File: src/rtl/decode_pkg.sv
// Shared decode definitions: opcode constants, NOP bubble, format encoding,
// and helpers to classify an instruction and extract its immediate.
package decode_pkg;

    localparam logic [31:0] NOP_INST   = 32'h0000_0013;

    localparam logic [6:0]  OPC_OP_IMM = 7'b0010011;
    localparam logic [6:0]  OPC_LOAD   = 7'b0000011;
    localparam logic [6:0]  OPC_JALR   = 7'b1100111;
    localparam logic [6:0]  OPC_SYSTEM = 7'b1110011;
    localparam logic [6:0]  OPC_STORE  = 7'b0100011;
    localparam logic [6:0]  OPC_BRANCH = 7'b1100011;
    localparam logic [6:0]  OPC_LUI    = 7'b0110111;
    localparam logic [6:0]  OPC_AUIPC  = 7'b0010111;
    localparam logic [6:0]  OPC_JAL    = 7'b1101111;

    typedef enum logic [2:0] {
        FMT_R = 3'd0,
        FMT_I = 3'd1,
        FMT_S = 3'd2,
        FMT_B = 3'd3,
        FMT_U = 3'd4,
        FMT_J = 3'd5
    } fmt_e;

    function automatic fmt_e get_fmt(input logic [6:0] opc);
        fmt_e f;
        case (opc)
            OPC_OP_IMM, OPC_LOAD,
            OPC_JALR, OPC_SYSTEM: f = FMT_I;
            OPC_STORE:            f = FMT_S;
            OPC_BRANCH:           f = FMT_B;
            OPC_LUI, OPC_AUIPC:   f = FMT_U;
            OPC_JAL:              f = FMT_J;
            default:              f = FMT_R;
        endcase
        return f;
    endfunction

    function automatic logic [31:0] get_imm(
        input logic [31:0] inst,
        input fmt_e        fmt
    );
        logic [31:0] imm;
        case (fmt)
            FMT_I: imm = {{20{inst[31]}}, inst[31:20]};
            FMT_S: imm = {{20{inst[31]}}, inst[31:25],
                          inst[11:7]};
            FMT_B: imm = {{20{inst[31]}}, inst[7],
                          inst[30:25], inst[11:8], 1'b0};
            FMT_U: imm = {inst[31:12], 12'b0};
            FMT_J: imm = {{12{inst[31]}}, inst[19:12],
                          inst[20], inst[30:21], 1'b0};
            default: imm = 32'b0;
        endcase
        return imm;
    endfunction

endpackage

File: src/rtl/decode_fifo.sv
// Circular FIFO of {PC, INST} entries between fetch and decode.
// Ports: CLK/RST, i_flush, i_hold (stall), push side, head entry, occupancy.
module decode_fifo
    import decode_pkg::*;
#(
    parameter int DEPTH = 4,
    parameter int XLEN  = 32
) (
    input  logic                    CLK,
    input  logic                    RST,
    input  logic                    i_flush,
    input  logic                    i_hold,
    input  logic                    i_push_valid,
    input  logic [XLEN-1:0]         i_pc,
    input  logic [31:0]             i_inst,
    output logic                    o_ready,
    output logic                    o_valid,
    output logic [XLEN-1:0]         o_pc,
    output logic [31:0]             o_inst,
    output logic [$clog2(DEPTH):0]  o_count
);

    localparam int AW = $clog2(DEPTH);
    localparam logic [AW:0] FULL = (AW+1)'(DEPTH);

    logic [XLEN+31:0] r_mem [DEPTH];
    logic [AW-1:0]    r_wptr;
    logic [AW-1:0]    r_rptr;
    logic [AW:0]      r_count;

    logic w_push;
    logic w_pop;

    // Ready looks only at registered occupancy, so a slot freed by a pop
    // this cycle is offered to fetch on the next one.
    assign o_ready = (r_count != FULL);
    assign o_valid = (r_count != '0);
    assign w_push  = i_push_valid && o_ready && !i_flush;
    assign w_pop   = o_valid && !i_hold && !i_flush;

    always_ff @(posedge CLK) begin
        if (RST) begin
            r_wptr  <= '0;
            r_rptr  <= '0;
            r_count <= '0;
        end else if (i_flush) begin
            r_wptr  <= '0;
            r_rptr  <= '0;
            r_count <= '0;
        end else begin
            if (w_push) begin
                r_wptr <= r_wptr + AW'(1);
            end
            if (w_pop) begin
                r_rptr <= r_rptr + AW'(1);
            end
            case ({w_push, w_pop})
                2'b10:   r_count <= r_count + (AW+1)'(1);
                2'b01:   r_count <= r_count - (AW+1)'(1);
                default: r_count <= r_count;
            endcase
        end
    end

    always_ff @(posedge CLK) begin
        if (w_push && !RST) begin
            r_mem[r_wptr] <= {i_pc, i_inst};
        end
    end

    assign {o_pc, o_inst} = r_mem[r_rptr];
    assign o_count        = r_count;

endmodule

File: src/rtl/decode_queue.sv
// Fetch-to-decode queue with combinational field decode of the head entry.
// Ports: CLK/RST, FLUSH/STALL/MMU_WAIT, fetch PC/INST handshake,
// DECODE_* head fields (NOP bubble when empty), COUNT occupancy.
module decode_queue
    import decode_pkg::*;
#(
    parameter int DEPTH = 4,
    parameter int XLEN  = 32
) (
    input  logic                    CLK,
    input  logic                    RST,
    input  logic                    FLUSH,
    input  logic                    STALL,
    input  logic                    MMU_WAIT,
    input  logic                    IN_VALID,
    output logic                    IN_READY,
    input  logic [XLEN-1:0]         PC,
    input  logic [31:0]             INST,
    output logic                    DECODE_VALID,
    output logic [XLEN-1:0]         DECODE_PC,
    output logic [16:0]             DECODE_OPCODE,
    output logic [4:0]              DECODE_RD,
    output logic [4:0]              DECODE_RS1,
    output logic [4:0]              DECODE_RS2,
    output logic [31:0]             DECODE_RINST,
    output logic [31:0]             DECODE_IMM,
    output logic [2:0]              DECODE_FMT,
    output logic [$clog2(DEPTH):0]  COUNT
);

    logic            w_valid;
    logic [XLEN-1:0] w_head_pc;
    logic [31:0]     w_head_inst;
    logic [31:0]     w_inst;
    fmt_e            w_fmt;

    decode_fifo #(
        .DEPTH (DEPTH),
        .XLEN  (XLEN)
    ) u_fifo (
        .CLK          (CLK),
        .RST          (RST),
        .i_flush      (FLUSH),
        .i_hold       (STALL || MMU_WAIT),
        .i_push_valid (IN_VALID),
        .i_pc         (PC),
        .i_inst       (INST),
        .o_ready      (IN_READY),
        .o_valid      (w_valid),
        .o_pc         (w_head_pc),
        .o_inst       (w_head_inst),
        .o_count      (COUNT)
    );

    // An empty queue presents a NOP at PC 0 so decode sees a clean bubble.
    assign w_inst    = w_valid ? w_head_inst : NOP_INST;
    assign w_fmt     = get_fmt(w_inst[6:0]);

    assign DECODE_VALID  = w_valid;
    assign DECODE_PC     = w_valid ? w_head_pc : '0;
    assign DECODE_RINST  = w_inst;
    assign DECODE_OPCODE = {w_inst[6:0], w_inst[14:12], w_inst[31:25]};
    assign DECODE_RD     = w_inst[11:7];
    assign DECODE_RS1    = w_inst[19:15];
    assign DECODE_RS2    = w_inst[24:20];
    assign DECODE_IMM    = get_imm(w_inst, w_fmt);
    assign DECODE_FMT    = w_fmt;

endmodule

File: config.mk
export PLATFORM = sky130hd
export DESIGN_NAME = decode_queue
export DESIGN_NICKNAME = d
export VERILOG_FILES = /design/src/rtl/decode_pkg.sv /design/src/rtl/decode_fifo.sv /design/src/rtl/decode_queue.sv
export SDC_FILE = /design/constraint.sdc
export NUM_CORES = 1
export LEC_CHECK = 0
export BUFFER_PORTS_ARGS = -buffer_cell sky130_fd_sc_hd__buf_2
export CORE_ASPECT_RATIO = 1.75
export CORE_MARGIN = 4
export CORE_UTILIZATION = 35
export DETAILED_ROUTE_END_ITERATION = 10
export PLACE_DENSITY = 0.64
export SLEW_MARGIN = 0
export SYNTH_ARGS = -nofsm -noshare
export SYNTH_HDL_FRONTEND = slang
export SYNTH_SLANG_ARGS = --single-unit
File: constraint.sdc
create_clock -name CLK -period 5.02 [get_ports CLK]
set_clock_uncertainty 0.2 [all_clocks]
set_input_delay 1.255 -clock CLK [delete_from_list [all_inputs] [get_ports CLK]]
set_output_delay 1.255 -clock CLK [all_outputs]
set_load 0.005 [all_outputs]
## After elaboration in Yosys (flattened, before gate mapping)

Memories as Yosys holds them, arrays and structs flattened. A register that Yosys moved wholly into a read port is not among the register bits.
Index checks and enable logic that the tools add are counted.

- Add/subtract/negate cells: 4
- Equal/unequal tests: 17
- Mux-type cells: 9
- Reductions and logical operators: 14

Operators with widths:

| operator | number |
|---|---|
| $pmux W32 S5 | 1 |
| $mux W32 | 2 |
| $eq A7 B7 Y1 const B | 4 |
| $pmux W3 S5 | 1 |
| $eq A7 B5 Y1 const B | 2 |
| $eq A7 B6 Y1 const B | 2 |
| $eq A7 B2 Y1 const B | 1 |
| $eq A3 B2 Y1 const B | 2 |
| $eq A3 B3 Y1 const B | 2 |
| $pmux W3 S2 | 1 |
| $logic_and A1 B1 Y1 | 5 |
| $add A2 B1 Y2 const B | 2 |
| $mux W2 | 2 |
| $reduce_or A2 Y1 | 2 |
| $reduce_or A4 Y1 | 1 |
| $add A3 B1 Y3 const B | 1 |
| $eq A3 B1 Y1 const B | 1 |
| $logic_not A1 Y1 | 3 |
| $ne A3 B3 Y1 const B | 1 |
| $reduce_bool A3 Y1 | 1 |
| $sub A3 B1 Y3 const B | 1 |
| $eq A2 B1 Y1 const B | 1 |
| $eq A2 B2 Y1 const B | 1 |
| $mux W1 | 2 |
| 2 further kinds | 2 |

- Register bits: 7
- RAM bits: 256
- Bits of input ports: 70
- Output and inout bits: 136
- Memories: 1

Memories:

| memory | words | bits a word | read ports | clocked after memory_dff | write ports | line | text |
|---|---|---|---|---|---|---|---|
| u_fifo.r_mem | 4 | 64 | 1 | 1 | 1 | decode_fifo.sv:26 | `logic [XLEN+31:0] r_mem [DEPTH];` |

## Depth between registers and ports, before layout

Gate-level depths: netlist of run 1.

- Word-level depth: 7
- Gate-level depth with buffers: 10
- Depth with buffers taken out: 10

## Hierarchy

Synthesis of run 1 repeated with hierarchy kept, for this count alone.

- Cell total of the unflattened synthesis: 587
- Area, all modules: 11051.8 um^2

By module, submodules not included:

| module | times used | cells an instance | area an instance (um^2) | sequential area each (um^2) |
|---|---|---|---|---|
| decode_fifo | 1 | 388 | 9813.2 | 7867.5 |
| decode_queue | 1 | 199 | 1238.7 | 0.0 |

## Worst setup path before layout of run 1

OpenSTA, ideal clock, no wires.

- Path type: input to register
- Start point: in FLUSH
- End point: mem u_fifo.r_mem[0][0] (netlist bit) (enable)
- Arrival: 3.402 ns
- Path slack: 0.989 ns
- Stages: 4
- Buffers on the path: 1
- Cells stage by stage: or2_2 clkbuf_1 nor2_1 and2_1

- Longest elaborated chain between the ends: 5

RTL lines:

| element | line | text |
|---|---|---|
| start: declaration | decode_queue.sv:12 | `input logic FLUSH,` |
| $logic_not A1 Y1 | decode_fifo.sv:38 | `assign w_push = i_push_valid && o_ready && !i_flush;` |
| $logic_and A1 B1 Y1 | decode_fifo.sv:38 |  |
| $logic_and A1 B1 Y1 | decode_fifo.sv:66 | `if (w_push && !RST) begin` |
| $mux W1 | decode_fifo.sv:66 |  |
| $mux W1 (not written as such) | decode_fifo.sv:67 | `r_mem[r_wptr] <= {i_pc, i_inst};` |
| end: declaration | decode_fifo.sv:26 |  |

Every way passes these cells.

==> results.md, run 1 <==
* Mean Syn Cell Area at 18.5 um2
* Count of different cell masters after synthesis at 43
* Final WL at roughly 24000 um
* Adder-Cell Fraction of Synth Area at less than 1%
* Static Leakage at roughly 4.7 nW
* Number of antenna-violating nets in the routed design at 0
* Synth warn at 0
* Yosys top cell area share at a little over two thirds
* Die area at about 34000 um2
* Worst Hold Class: register to register
* CTS tree: built
* End of the worst register-to-register path: u_fifo.o_count[2]
* Hold_buf cts at 0
* Site row count at 85
* Post_cts resized at 0
* Top cells by count, synth: 256 x edfxtp_1, 65 x mux4_2, 53 x and2_1
* DPL Wire Length at 15100 um
* Deepest clock path buffer count at 3
* Critical Path Fanout Max at 21
* Number of flops mapped to enable cells by yosys at around 260
* Worst-margin pin slew at 1.06 ns
* Crit path launch type: register
* DRC Markers at 0
* RePlAce Congestion at ~0.75
* Main synth FF type: edfxtp_1
* Routed len/inst at 20.0 um
* Synth Area in Compound Gates at roughly 2.3%
* Largest net degree at the start of global routing at 65
* Setup_tns at 0 ns
* Seq cells post-synth at around 270
* Starting Density at 35.4%
* Proportion of layout cells with a drive suffix above 1 at 42.0%
* Syn Nets at roughly 660
* Mapped Cells at approximately 600
* Count leader, synth: edfxtp_1
* Hold Fails Final Rpt at 0
* Post-synthesis mux area share at 13.5%
* Clock slew seen by the registers of the worst setup and hold paths at roughly 0.06 ns
* Endpoint class of the critical path: primary output
* Arrival @ worst endpoint at between 3 and 4 ns
* Largest family of logic cells by synthesized area: multiplexers
* Final #Nets at between 800 and 900
* Worst skew pair latency at about 0.51 ns
* Final setup fails at 0
* Vias at about 5.7k
* RSZ-0062 raised after global routing: no
* Aggregate global-route resource usage at 13.6%
* Max cap viols at 0
* Critical Path RT at between 3 and 4 ns
* Hold Slack at around 0.31 ns
* Post-Synth Simple-Gate Area at 6.72%
* Gr ovfl total at 0
* Synth-to-layout area growth at 18.2%
* Ports at 206
* Power Dens Cells at between 300 and 400 nW/um2
* CTS Root Cell: clkbuf_16
* Fin. max-slew vios at 0
* Core area at approximately 31000 um2
* DP Cell Count at between 1k and 1.5k
* First-pass GRT wire length at roughly 35000 um
* Violation count after the first detailed-routing iteration at between 200 and 250
* Buffers on Ports at ~200
* Mapped cell area at between 10000 and 15000 um2
* Drt via density at roughly 4.9
* Reg2reg start: u_fifo.o_count[0]
* Worst rel slew slack at slightly below 30%
* Status: completed
* Post-synthesis xor/xnor area fraction at less than 1%
* Die width at about 140 um
* Ys async rst share at 0%
* Fin crit period at 4.64 ns
* Final period util at between 90% and 100%
* Fmax at around 0.22 GHz
* Peak supply drop at ~0.29 mV
* Initial antenna violation count at 3
* H-tree levels at 1
* Filler cells at ~2.8k
* Drt pass-1 iters at 6
* Die Ht at approximately 240 um
* FF-to-FF setup slack at 2.24 ns
* Sequential share of the synthesized area at 72.3%
* TritonCTS buffer count at 24
* Clock sinks at around 270
* Cell taking the most area after synthesis: edfxtp_1
* Vias in the first global route at between 5k and 6k
* Post-Layout Cell Count at approximately 1.2k
* Synth area leaders: edfxtp_1 71%, mux4_2 13%, and2_1 3.0%, buf_4 2.3%, dfxtp_1 1.7%
* FF-to-FF path depth at 9
* Critical path type: register to primary output
* Postcts setup bufs at 0
* Setup crit end: DECODE_IMM[5]
* Pwr Total at around 4.4 mW
==> flip-flops by register name, summed over array words and instances, names as in the netlist, named ones only <==
signal,count
u_fifo.r_mem,256
u_fifo.o_count,3
u_fifo.r_rptr,2
u_fifo.r_wptr,2
==> critical path, stage by stage (launching register included) <==
cell	delay [ns]
dfxtp_4	0.63
mux4_2	0.64
and4_1	0.35
and4bb_2	0.30
nor2_1	0.44
nor2_1	0.13
buf_2	0.17
==> where the power goes <==
part / leakage [nW] / switching [mW] / internal, mW
Sequential: 2.39 / 0.00585 / 2.45
Clock: 0.367 / 0.769 / 0.969
Combinational: 1.90 / 0.0952 / 0.0691
==> logic make-up after synthesis <==
group / after synthesis
buffers and inverters: 77
muxes: 66
adders and majority gates: 6
DFF: 265
AOI/OAI and AO/OA: 40
and+or+nand+nor: 128
xor gates and xnor gates: 5
==> stage by stage <==
step           util (%)  area, um2  worst slack [ns]
6_report           41.8      12900             0.381
4_1_cts            41.8      12800            0.0626
5_1_grt            41.8      12900             0.147
3_5_place_dp       39.4      12100             0.639
3_3_place_gp       39.4      12100             0.663
2_1_floorplan         -      10900             0.989
==> worst min-delay path by stage <==
| stage | start | end | cells after the start |
|---|---|---|---|
| after CTS | u_fifo.r_wptr[1] | u_fifo.r_wptr[1] | 2 |
| after global placement | u_fifo.r_wptr[1] | u_fifo.r_wptr[1] | 2 |
| after detailed placement | u_fifo.r_wptr[1] | u_fifo.r_wptr[1] | 2 |
| final | u_fifo.r_wptr[1] | u_fifo.r_wptr[1] | 2 |
| after floorplan | u_fifo.r_wptr[1] | u_fifo.r_wptr[1] | 2 |
| after global routing | u_fifo.r_wptr[1] | u_fifo.r_wptr[1] | 2 |
==> per-layer routing <==
metal  wire length, um  vias up  global-route usage (%)
li1                  -     2605                       -
met1              8840     2887                    16.5
met2             12700      188                    24.7
met3              1400       35                    2.21
met4               513        6                    4.41
met5                41        -                       0
==> placed cells by master (no fill, tap or decap), types with 6 or more instances in the layout <==
cell type / count
clkinv_1: 6
clkbuf_16: 25
mux4_2: 65
edfxtp_1: 256
inv_1: 18
nor2_1: 15
nand2_1: 24
o21ai_0: 24
and2_1: 49
buf_2: 205
a21oi_1: 6
nand3_1: 12
dfxtp_1: 7
nand2b_1: 7
==> layout make-up <==
type | instances | area [um2] | area share [%]
timing repair buffer | 211 | 1070 | 8.36
clock inverter | 14 | 103 | 0.798
tap | 391 | 489 | 3.81
inverter | 19 | 71.3 | 0.555
multi-input combinational | 245 | 2590 | 20.2
antenna | 1 | 2.50 | 0.0195
clock buffer | 30 | 644 | 5.01
sequential | 265 | 7880 | 61.3
Note: power is estimated with default switching activity, not from simulation.
==> inputs of run 2 (changes only) <==
Settings changed: PLACE_DENSITY 0.64 to 0.66.
Clock period 5.02 ns to 4.2 ns, I/O delays scaled along.
==> results.md, run 2 (synthesized netlist as in run 1, its figures left out) <==
* RSZ-0062 raised after global routing: yes
* Vias in the first global route at 5894 (+0.085%)
* Static Leakage at 4.74 nW (+1.9%)
* Fmax at ~0.24 GHz
* Violation count after the first detailed-routing iteration at 300 (+21%)
* Final non-filler cell area at 13100 um2 (+1.7%)
* Crit path launch type: register
* DRC Markers at 0 (unchanged)
* Clock power frac at 39.7% (-0.2 points)
* Site row count at 85 (unchanged)
* Placed cell areas at 12200 um2 (+1.0%)
* Crit path cell chain: mux4_2 > and4_2 > and4bb_2 > o21ai_4 > buf_12 > o21ai_0 > buf_2
* Arrival @ worst endpoint at 2.83 ns (-0.35 ns)
* Peak supply drop at 0.304 mV (+5.0%)
* Most flops, register: u_fifo.r_mem
* Starting Density at 35.4% (unchanged)
* CTS tree: built
* RePlAce Congestion at 0.763 (+1.7%)
* TritonCTS buffer count at 24 (unchanged)
* Number of antenna-violating nets in the routed design at 0 (unchanged)
* Initial antenna violation count at 5 (+2)
* Die area at 34100 um2 (unchanged)
* Leading cell type in the layout, fill and taps excluded: edfxtp_1
* Largest net degree at the start of global routing at 68 (+4.6%)
* Worst skew pair latency at 0.52 ns (about the same)
* Fin crit period at around 4.1 ns
* Clock sinks at 265 (unchanged)
* DPL Wire Length at 15500 um (+2.8%)
* H-tree levels at 1 (unchanged)
* Worst Hold Class: register to register
* Die Ht at 241 um (unchanged)
* Vias at 5765 (+0.77%)
* Buffers on Ports at 205 (unchanged)
* Pwr Total at 5.20 mW (+19%)
* Max cap viols at 0 (unchanged)
* Hold Fails Final Rpt at 0 (unchanged)
* Sequential power share at 56.4% (about the same)
* Hold depth at 2 (unchanged)
* Setup slack after layout at 0.117 ns (-0.264 ns)
* Endpoint class of the critical path: primary output
* First-pass GRT wire length at 35400 um (+0.75%)
* Filler cells at 2715 (-2.0%)
* Drt pass-1 iters at 4 (-2)
* Critical path type: register to primary output
* Max FFs per register at 256 (unchanged)
* Critical Path RT at 2.95 ns (-0.62 ns)
* Final #Nets at 855 (+1.5%)
* Setup_tns at 0 ns (unchanged)
* Switch Pwr at 1.04 mW (+19%)
* CP peak stage delay at 0.59 ns (-0.05 ns)
* Final WL at 23600 um (+0.15%)
* Sw frac at 19.9% (-0.038 points)
* Critical Path Fanout Max at 12 (-43%)
* FF+latch area at 7880 um2 (unchanged)
* CTS Root Cell: clkbuf_16
* DP Cell Count at 1139 (+0.71%)
* Worst rel slew slack at 59.3% (+30 points)
* Gr ovfl total at 0 (unchanged)
* Final period util at 97.2%
* Post-Layout Cell Count at 1191 (+1.3%)
* Fin. max-slew vios at 0 (unchanged)
* Fin util at 42.5% (+0.71 points)
* Combinational Power Share at 4.0% (+0.2 points)
* Hold Slack at 0.323 ns (+0.0169 ns)
* Clock slew seen by the registers of the worst setup and hold paths at 0.06 ns (about the same)
* Worst-margin pin slew at 0.605 ns (-0.459 ns)
* Synth-to-layout area growth at 20.2%
* Hold_buf cts at 0 (unchanged)
* FF-to-FF path depth at 9 (unchanged)
* Post-place setup slack at 0.132 ns (-0.507 ns)
* Power Dens Cells at 398 nW/um2 (+17%)
* Aggregate global-route resource usage at 13.7% (+0.12 points)
* Final setup fails at 0 (unchanged)
* Area of the multi-input gates at 2630 um2 (+1.5%)
* Ports at 206 (unchanged)
* Proportion of layout cells with a drive suffix above 1 at 43.7% (+1.7 points)
* Cell Int Power at 4.16 mW (+19%)
* Deepest clock path buffer count at 3 (unchanged)
* Commonest cells after routing, fill and taps aside: 256 x edfxtp_1, 205 x buf_2, 65 x mux4_2
* Drt via density at 4.84 (-0.50%)
* Core area at 30700 um2 (unchanged)
* Die width at 141 um (unchanged)
* Status: completed
* Critical Path Slowest Stage Cell: mux4_2
* Routed len/inst at 19.8 um (-1.1%)
[run 2: cell count changes in the layout (fill, tap and decap cells not counted), moves of 2 or more]
cell,change
buf_12,+7
inv_6,-3
diode_2,+2
buf_4,+7
clkinv_2,+3
[run 2: cell type report]
type	instances	area share, %
diodes	3	0.0574
repair buffers	224	9.61
clock inverters	15	0.756
multi-input cells	245	20.1
clock buffers	29	4.90
inverters	19	0.546
flip-flops and latches	265	60.2
well taps	391	3.74
[run 2: critical path, delay by kind of cell, from the launching register on]
kind                   cells  cell delay [ns]
buffers and inverters      2             0.29
DFF                        1             0.47
AOI/OAI and AO/OA          2             0.28
and+or+nand+nor            2             0.67
muxes                      1             0.59
[run 2: power by group through the flow]
stage               clock network [mW]  registers (mW)  logic (mW)
floorplan                            0            2.99      0.0934
global placement                     0            2.99       0.200
detailed placement                   0            2.99       0.204
CTS                               2.14            2.93       0.206
global route                      2.25            2.93       0.229
finish                            2.06            2.93       0.206
[run 2: worst paths after layout]
| path | startpoint | endpoint | slack, ns |
|---|---|---|---|
| min | u_fifo.r_wptr[1] | u_fifo.r_wptr[1] | 0.32 |
| min reg2reg | u_fifo.r_wptr[1] | u_fifo.r_wptr[1] | 0.32 |
| max | register | DECODE_IMM[29] | 0.12 |
| max reg2reg | u_fifo.o_count[0] | u_fifo.o_count[2] | 1.43 |
[run 2: repair_timing]
item | in CTS | in global routing
setup endpoints to repair | 31 | 33
setup buffers | 0 | 5
resized for setup | 6 | 6
pin swaps | 1 | 1
gates cloned | 0 | 0
[run 2: routing by layer]
layer | vias up | GRT usage [%] | share of wire, %
met3 | 35 | 2.37 | 6.1
met4 | 4 | 4.17 | 2.1
li1 | 2642 | - | -
met1 | 2902 | 16.3 | 38
met5 | - | 0 | 0.11
met2 | 182 | 25.3 | 54
==> inputs of run 3 (changes only) <==
Settings changed: ABC_AREA from default to 1, PLACE_DENSITY 0.66 to 0.65, SKIP_LAST_GASP from default to 1.
==> results.md, run 3 <==
* Setup slack after layout at 0.193 ns (+0.0751 ns)
* Cell taking the most area after synthesis: edfxtp_1
* Mapped Cells at 1085 (+85%)
* Site row count at 88 (+3.5%)
* Vias in the first global route at 7772 (+32%)
* Filler cells at 3093 (+14%)
* Largest net degree at the start of global routing at 65 (-4.4%)
* Most flops, register: u_fifo.r_mem
* CTS tree: built
* Mean Syn Cell Area at 10.7 um2 (-42%)
* TritonCTS buffer count at 23 (-4.2%)
* Worst Hold Class: register to register
* Yosys top cell area share at 66.1% (-4.6 points)
* Sequential share of the synthesized area at 67.6% (-4.7 points)
* Main synth FF type: edfxtp_1
* Arrival @ worst endpoint at 2.76 ns (-0.07 ns)
* Synth area leaders: edfxtp_1 66%, nor2_1 8.8%, o21ai_0 5.2%, nand2_1 4.2%, nand3_1 3.2%
* Reg2reg start: u_fifo.o_count[0]
* Syn Nets at 1161 (+75%)
* Final setup fails at 0 (unchanged)
* Vias at 8141 (+41%)
* Power Dens Cells at 387 nW/um2 (-2.8%)
* Worst skew pair latency at 0.51 ns (about the same)
* Final period util at 95.4% (-1.8 points)
* Commonest cells after routing, fill and taps aside: 269 x nor2_1, 256 x edfxtp_1, 205 x buf_2
* Area of the multi-input gates at 3090 um2 (+17%)
* Worst rel slew slack at 56.2% (-3.1 points)
* FF-to-FF path depth at 11 (+2)
* Max FFs per register at 256 (unchanged)
* RePlAce Congestion at 0.799 (+4.8%)
* Drt pass-1 iters at 5 (+1)
* Ys async rst share at 0% (unchanged)
* Buffers on Ports at 205 (unchanged)
* Aggregate global-route resource usage at 14.9% (+1.2 points)
* FF-to-FF setup slack at 1.85 ns (+0.42 ns)
* Routed len/inst at 17.3 um (-13%)
* Die width at 146 um (+3.2%)
* Core area at 32900 um2 (+7.1%)
* FF+latch area at 7880 um2 (unchanged)
* Count leader, synth: nor2_1
* Hold_buf cts at 0 (unchanged)
* Synth-to-layout area growth at 17.6%
* Clock slew seen by the registers of the worst setup and hold paths at 0.06 ns (about the same)
* DRC Markers at 0 (unchanged)
* Max cap viols at 0 (unchanged)
* Setup crit end: DECODE_IMM[2]
* H-tree levels at 1 (unchanged)
* Number of antenna-violating nets in the routed design at 0 (unchanged)
* Mapped cell area at 11600 um2 (+7.0%)
* First-pass GRT wire length at 42900 um (+21%)
* Number of flops mapped to enable cells by yosys at 256 (unchanged)
* Seq cells post-synth at 265 (unchanged)
* Final #Nets at 1323 (+55%)
* Post-place setup slack at 0.441 ns (+0.309 ns)
* CTS Root Cell: clkbuf_16
* Ports at 206 (unchanged)
* Hold Fails Final Rpt at 0 (unchanged)
* Critical Path RT at 2.95 ns (about the same)
* Hold_sp: u_fifo.r_rptr[1]
* Top cells by count, synth: 273 x nor2_1, 256 x edfxtp_1, 129 x nand2_1
* End of the worst register-to-register path: u_fifo.o_count[2]
* Clock sinks at 265 (unchanged)
* Pwr Total at 5.29 mW (+1.8%)
* Leading cell type in the layout, fill and taps excluded: nor2_1
* Die area at 36300 um2 (+6.7%)
* Status: completed
* Gr ovfl total at 0 (unchanged)
* Count of different cell masters after synthesis at 25 (-42%)
* Deepest clock path buffer count at 3 (unchanged)
* Fin crit period at 4.01 ns (-0.0751 ns)
* Final WL at 28900 um (+22%)
* Proportion of layout cells with a drive suffix above 1 at 23.5% (-20 points)
* Drt via density at 4.87 (+0.65%)
* Synth warn at 0 (unchanged)
* Critical Path Fanout Max at 30 (+18)
* Die Ht at 249 um (+3.3%)
* DPL Wire Length at 18600 um (+20%)
* Endpoint class of the critical path: primary output
* Fmax at 0.250 GHz (+1.9%)
* Worst-margin pin slew at 0.657 ns (+0.0524 ns)
* Crit path launch type: register
* Critical path type: register to primary output
* Violation count after the first detailed-routing iteration at 505 (+68%)
* Initial antenna violation count at 7 (+2)
* Fin. max-slew vios at 0 (unchanged)
* Static Leakage at 5.48 nW (+16%)
* Starting Density at 35.3% (-0.047 points)
* Peak supply drop at 0.496 mV (+63%)
[run 3: changes by cell type after synthesis, sizes merged, moves of 2 or more]
| cell | change |
|---|---|
| a21oi | +59 |
| and2 | -53 |
| buf | +40 |
| clkbuf | -2 |
| inv | +20 |
| mux4 | -65 |
| nand2 | +108 |
| nand2b | -7 |
| nand3 | +64 |
| nor2 | +265 |
| o21ai | +99 |
| or2 | -5 |
| xnor2 | -2 |
| xor2 | -3 |
[run 3: what timing repair did]
item                                    in CTS  in global routing
endpoints found under the setup margin      26                 29
cloned                                       0                  2
buffers inserted                             0                  1
gates resized for setup                      4                 11
[run 3: per-stage QoR]
step	std cells	hold WS [ns]	TNS, ns	instance area, um2	util, %
6_report	1671	0.258	0	13700	41.6
3_3_place_gp	1624	0.247	0	12900	39.1
3_5_place_dp	1624	0.253	0	12900	39.1
5_1_grt	1669	0.287	-0.0386	13700	41.6
4_1_cts	1664	0.264	0	13600	41.4
2_1_floorplan	1085	0.236	-166.04	11600	-
[run 3: layout make-up]
type,instances,area share [%]
diodes,4,0.0731
clock buffers,28,4.34
inverters,39,1.13
flip-flops and latches,265,57.5
repair buffers,231,9.49
repair inverters,2,0.110
clock inverters,12,0.997
well taps,405,3.70
multi-input cells,685,22.6
[run 3: cells by family (layout without fill, tap and decap cells)]
family                     after synthesis  in the layout  synth area share (%)
AOI/OAI and AO/OA                      190            190                  8.30
adders and majority gates                6              6                 0.710
buffers and inverters                  135            312                  6.33
DFF                                    265            265                  67.6
other                                    0              4                     0
and+or+nand+nor                        489            489                  17.1
[run 3: worst min path at each step]
stage,end,slack (ns),cells after the start
2_1_floorplan,register,0.24,2
3_3_place_gp,register,0.25,2
3_5_place_dp,register,0.25,2
4_1_cts,register,0.26,2
5_1_grt,register,0.29,2
6_report,register,0.26,2
[run 3: per-layer routing]
layer | track usage [%] | vias up | share of wire, %
met5 | 0 | - | 0.094
li1 | - | 4010 | -
met2 | 28.9 | 216 | 55
met1 | 16.2 | 3869 | 38
met4 | 5.27 | 4 | 2.5
met3 | 2.29 | 42 | 4.8
[run 3: critical path: stages, from the launching register on]
cell     delay, ns
dfxtp_4       0.49
inv_2         0.19
buf_4         0.31
nor2_1        0.14
o21ai_0       0.09
a21oi_1       0.47
nand3_1       0.21
nand2_1       0.10
inv_1         0.04
nand2_1       0.06
buf_2         0.11
[run 3: power breakdown]
part	leakage (nW)	switching [mW]	internal, mW	total (mW)
clock	0.362	0.872	1.19	2.06
sequential	2.39	0.00712	2.93	2.93
combinational	2.73	0.195	0.100	0.296
